File: src/rtl/accel_host_seq.sv
// Host-side sequencer for a single-job accelerator: queues operands in a FIFO,
// issues them one at a time, captures each result (or a timeout) for a consumer.
module accel_host_seq #(
  parameter int XW      = 8,
  parameter int RW      = 16,
  parameter int DEPTH   = 4,
  parameter int TIMEOUT = 255
) (
  input  logic                     clk,
  input  logic                     rst,
  input  logic                     in_valid,
  input  logic [XW-1:0]            in_x,
  output logic                     in_ready,
  output logic                     acc_start,
  output logic [XW-1:0]            acc_x,
  input  logic                     acc_ready,
  input  logic [RW-1:0]            acc_result,
  output logic                     out_valid,
  output logic [RW-1:0]            out_result,
  output logic                     out_err,
  input  logic                     out_ready,
  output logic [$clog2(DEPTH):0]   fifo_count,
  output logic                     busy
);
  localparam int AW = $clog2(DEPTH);
  localparam int CW = AW + 1;
  localparam int TW = $clog2(TIMEOUT + 1);
  localparam logic [CW-1:0] FULL_CNT = CW'(DEPTH);

  typedef enum logic [2:0] {IDLE, ISSUE, WAIT_BUSY, WAIT_DONE, OUTPUT} state_e;

  state_e          state_q, state_d;
  logic [XW-1:0]   mem_q [DEPTH];
  logic [AW-1:0]   wptr_q, rptr_q;
  logic [CW-1:0]   cnt_q, cnt_d;
  logic [TW-1:0]   tmo_q, tmo_d;
  logic [XW-1:0]   accx_q, accx_d;
  logic [RW-1:0]   res_q, res_d;
  logic            err_q, err_d;
  logic            push, pop, tmo_hit;

  // A full FIFO refuses a push even when a pop frees a slot in the same cycle.
  assign in_ready = (cnt_q != FULL_CNT);
  assign push     = in_valid && in_ready;
  assign pop      = (state_q == IDLE) && (cnt_q != '0) && acc_ready;
  assign cnt_d    = cnt_q + CW'(push) - CW'(pop);
  // Reaching TIMEOUT after this cycle's increment ends the job.
  assign tmo_hit  = (tmo_q == TW'(TIMEOUT - 1));

  always_ff @(posedge clk) begin
    if (push) mem_q[wptr_q] <= in_x;
  end

  always_ff @(posedge clk or negedge rst) begin
    if (!rst) begin
      state_q <= IDLE;
      wptr_q  <= '0;
      rptr_q  <= '0;
      cnt_q   <= '0;
      tmo_q   <= '0;
      accx_q  <= '0;
      res_q   <= '0;
      err_q   <= 1'b0;
    end else begin
      state_q <= state_d;
      cnt_q   <= cnt_d;
      tmo_q   <= tmo_d;
      accx_q  <= accx_d;
      res_q   <= res_d;
      err_q   <= err_d;
      if (push) wptr_q <= wptr_q + AW'(1);
      if (pop)  rptr_q <= rptr_q + AW'(1);
    end
  end

  always_comb begin
    state_d   = state_q;
    tmo_d     = tmo_q;
    accx_d    = accx_q;
    res_d     = res_q;
    err_d     = err_q;
    acc_start = 1'b0;
    out_valid = 1'b0;
    unique case (state_q)
      IDLE: begin
        if (pop) begin
          accx_d  = mem_q[rptr_q];
          state_d = ISSUE;
        end
      end
      ISSUE: begin
        acc_start = 1'b1;
        tmo_d     = '0;
        state_d   = WAIT_BUSY;
      end
      WAIT_BUSY, WAIT_DONE: begin
        tmo_d = tmo_q + TW'(1);
        // Timeout wins over an acc_ready edge arriving in the same cycle.
        if (tmo_hit) begin
          res_d   = '0;
          err_d   = 1'b1;
          state_d = OUTPUT;
        end else if (state_q == WAIT_BUSY) begin
          if (!acc_ready) state_d = WAIT_DONE;
        end else if (acc_ready) begin
          res_d   = acc_result;
          err_d   = 1'b0;
          state_d = OUTPUT;
        end
      end
      OUTPUT: begin
        out_valid = 1'b1;
        if (out_ready) state_d = IDLE;
      end
      default: state_d = IDLE;
    endcase
  end

  assign acc_x      = accx_q;
  assign out_result = res_q;
  assign out_err    = err_q;
  assign fifo_count = cnt_q;
  assign busy       = (state_q != IDLE);

endmodule

File: config.mk
export PLATFORM = sky130hd
export DESIGN_NAME = accel_host_seq
export DESIGN_NICKNAME = d
export VERILOG_FILES = /design/src/rtl/accel_host_seq.sv
export SDC_FILE = /design/constraint.sdc
export NUM_CORES = 1
export LEC_CHECK = 0
export CAP_MARGIN = 20
export CORE_MARGIN = 8
export CORE_UTILIZATION = 65
export DETAILED_ROUTE_END_ITERATION = 10
export DONT_BUFFER_PORTS = 1
export GPL_ROUTABILITY_DRIVEN = 0
export PLACE_DENSITY = 0.8
export SETUP_SLACK_MARGIN = 0.2
export SKIP_LAST_GASP = 1
export SYNTH_ARGS = -nofsm -noshare
export SYNTH_HDL_FRONTEND = slang
export SYNTH_SLANG_ARGS = --single-unit
File: constraint.sdc
create_clock -name clk -period 5.5 [get_ports clk]
set_input_delay 1.1 -clock clk [delete_from_list [all_inputs] [get_ports clk]]
set_output_delay 1.1 -clock clk [all_outputs]
set_load 0.005 [all_outputs]
==> flow_summary.ini <==
[clock_network]
inserted_clock_buffers = 9
ctsHoldBuffers = 0
cts_tree = built
cts-htree-levels = 3
cts_setup_buffers = 0
clock_insertion_delay_worst_skew_ns = 0.34
clock_tree.buffer_depth = 2
cts.sinks = 75
cts.repair.resized = 0
worst_setup_hold_path_clk_slew_ns = 0.08
cts_root_buf = sky130_fd_sc_hd__clkbuf_8

[worst_setup_path]
worst_setup_path_end_kind = register
critPathMaxFanout = 10
worst-setup-path-type = register to register
worst_path_required_ns = 5.76
timing.critical_path.from_type = register
crit_arrival_ns = 2.78

[floorplanning]
vertical_extent_of_the_die_microns = 88.39
design.core.area_sq_um = 5075
initial_utilization = 0.6711
die_ar_sq_um = 7812
die_w_microns = 88.39
floorplan.rows = 26
top_level_ports = 61

[logic_synthesis]
yosys_warnings = 0
syn-mean-instance-area_sq_um = 13.10
dominantRegCellSynth = sky130_fd_sc_hd__dfrtp_1
synth-seq-cells = 75
number_of_flops_mapped_to_enable_cells_by_yosys = 32
syn_nets = 298
share_of_flip_flops_with_an_asynchronous_set_or_reset = 0.5733
synth-seq-area-share = 0.5981
synth_cell_type_count = 43
syn_inst = 260
synth_area_sq_um = 3406

[route]
detail_route.first_pass.iterations = 5
num_vias = 2072
wl_per_cell_microns = 19.50
initialDrtViolationCount = 109
post_drt_via_cell_ratio = 6.241
postRouteAntennaNets = 0
post-route-drc-count = 0
wl_mm = 6.474

[timing]
timing.final.max_slew_violations = 0
layout_worst_path_cycle_share = 0.4566
min_period_ns = 2.511
rsz0062_at_grt = no
setup_tns_ns = 0
timing.final.hold_violations = 0
tightest_slew_ns = 0.6590
setup-violations-final = 0
relSlewSlack = 0.5594
maxClockFrequency_ghz = 0.3982
worst_clock_skew_ns = 0.006685

[power_and_ir_drop]
max-vdd-ir-drop_v = 0.0003198
power_density_nw_per_um2 = 527.4
power.static_leakage_nw = 1.365

[global_routing]
first_global_vias = 2032
antenna_found_initial = 0
globalRouteOverflowTotal = 0
grt_start_max_net_pins = 44
global_route_wire_length_before_repair_mm = 10.36
total_grt_usage = 0.1765

[layout]
final_layout_size_suffix_gt1_frac = 0.1641
area_growth_syn_to_layout_pct = 6.135
num-nets-final = 295
finalCoreUtilization = 0.7123
mostFrequentLayoutCells = sky130_fd_sc_hd__dfrtp_1, sky130_fd_sc_hd__o211ai_1, sky130_fd_sc_hd__edfxtp_1
multi_input_area_sq_um = 1229
n_fill_cell = 342
mostFrequentLayoutCell = sky130_fd_sc_hd__dfrtp_1
final-seq-area_sq_um = 2037
insertedDiodeCount = 0

[place]
dp_hpwl_mm = 4.408
placement.io_buffers = 0

[outcome]
outcome = finished clean

[run]
drv_cap = 0

[min_path]
min_path_type = input port to asynchronous set/reset pin
[worst paths after layout]
path	end	startpoint	slack (ns)	cells after the start
max reg2reg	fifo_count[2]	fifo_count[1]	2.99	10
max in group asynchronous	out_result[12]	rst	4.97	0
min in group clk	tmo_q[7]	tmo_q[7]	0.50	1
min	state_q[1]	rst	0.45	0
max	fifo_count[2]	fifo_count[1]	2.99	10
min reg2reg	tmo_q[7]	tmo_q[7]	0.50	1
[critical path, cell delays in order (launching register included)]
cell and delay (ns):
sky130_fd_sc_hd__dfrtp_1 0.47, sky130_fd_sc_hd__or3_4 0.45, sky130_fd_sc_hd__nand3_2 0.23, sky130_fd_sc_hd__inv_1 0.07, sky130_fd_sc_hd__ha_1 0.28, sky130_fd_sc_hd__inv_1 0.06, sky130_fd_sc_hd__ha_1 0.13, sky130_fd_sc_hd__inv_1 0.05
sky130_fd_sc_hd__fa_1 0.37, sky130_fd_sc_hd__xnor2_1 0.19, sky130_fd_sc_hd__xnor2_1 0.14
[cell usage after synthesis, types with 2 or more instances]
library cell | count | area, sq um
sky130_fd_sc_hd__buf_2 | 2 | 10.01
sky130_fd_sc_hd__nand3_1 | 23 | 115.1
sky130_fd_sc_hd__edfxtp_1 | 32 | 960.9
sky130_fd_sc_hd__a21oi_1 | 4 | 20.02
sky130_fd_sc_hd__buf_6 | 2 | 22.52
sky130_fd_sc_hd__clkbuf_1 | 7 | 26.28
sky130_fd_sc_hd__buf_4 | 2 | 15.01
sky130_fd_sc_hd__xnor2_1 | 5 | 43.79
sky130_fd_sc_hd__mux4_1 | 2 | 52.55
sky130_fd_sc_hd__and3_2 | 4 | 30.03
sky130_fd_sc_hd__ha_1 | 8 | 100.1
sky130_fd_sc_hd__nor2b_1 | 2 | 12.51
sky130_fd_sc_hd__o21ai_0 | 7 | 35.03
sky130_fd_sc_hd__a22o_1 | 2 | 17.52
sky130_fd_sc_hd__clkbuf_2 | 2 | 10.01
sky130_fd_sc_hd__nand2_1 | 24 | 90.09
sky130_fd_sc_hd__mux2_2 | 9 | 101.4
sky130_fd_sc_hd__nor2_1 | 3 | 11.26
sky130_fd_sc_hd__inv_1 | 14 | 52.55
sky130_fd_sc_hd__dfrtp_1 | 43 | 1076
sky130_fd_sc_hd__or3_1 | 2 | 12.51
sky130_fd_sc_hd__mux4_2 | 6 | 135.1
sky130_fd_sc_hd__a31oi_1 | 2 | 12.51
sky130_fd_sc_hd__o211ai_1 | 33 | 247.7
sky130_fd_sc_hd__nand4_1 | 2 | 12.51
[through the flow]
step / hold WS, ns / setup slack (ns) / area (sq um) / cells / total power (W)
after floorplan: 0.4461 / 2.969 / 3406 / 260 / 0.001394
after global placement: 0.4724 / 2.840 / 3421 / 316 / 0.001487
after detailed placement: 0.4804 / 2.807 / 3421 / 316 / 0.001511
after CTS: 0.4372 / 2.982 / 3615 / 332 / 0.001920
after global routing: 0.4187 / 2.828 / 3615 / 332 / 0.002036
final: 0.4467 / 2.989 / 3615 / 332 / 0.001906
[report_power, final]
group	switching, W	leakage, nW	internal [W]
logic	0.000270	0.478	0.000276
registers	0.000188	0.788	0.000762
clock network	0.000200	0.100	0.000210
total	0.000658	1.37	0.00125
[registers in the layout, indices dropped and copies added, names as in the netlist, 2 cells and up]
name        cells
mem_q          32
out_result     16
acc_x           8
tmo_q           8
fifo_count      3
state_q         3
rptr_q          2
wptr_q          2
[layer usage]
layer	GRT usage	part of all wire	up-vias
met2	0.2783	0.49	69
met3	0.07707	0.095	7
met4	0.05991	0.011	0
met1	0.2112	0.40	1029
met5	0	0	-
li1	-	-	967
[logic make-up after synthesis]
| logic type | share of synthesized area |
|---|---|
| flip-flops | 0.5981 |
| adder cells (fa/ha/maj) | 0.03527 |
| XOR/XNOR | 0.01286 |
| AO/OA/AOI/OAI | 0.1098 |
| AND/OR/NAND/NOR | 0.1135 |
| buffers and inverters | 0.04114 |
| multiplexers | 0.08927 |
[cell type report]
| type | instances | share of cell area |
|---|---|---|
| flip-flops and latches | 75 | 0.5635 |
| repair buffers | 2 | 0.004154 |
| clock inverters | 6 | 0.01835 |
| well taps | 70 | 0.02423 |
| multi-input cells | 155 | 0.3399 |
| inverters | 14 | 0.01454 |
| clock buffers | 10 | 0.03531 |
Note: power is estimated with default switching activity, not from simulation.
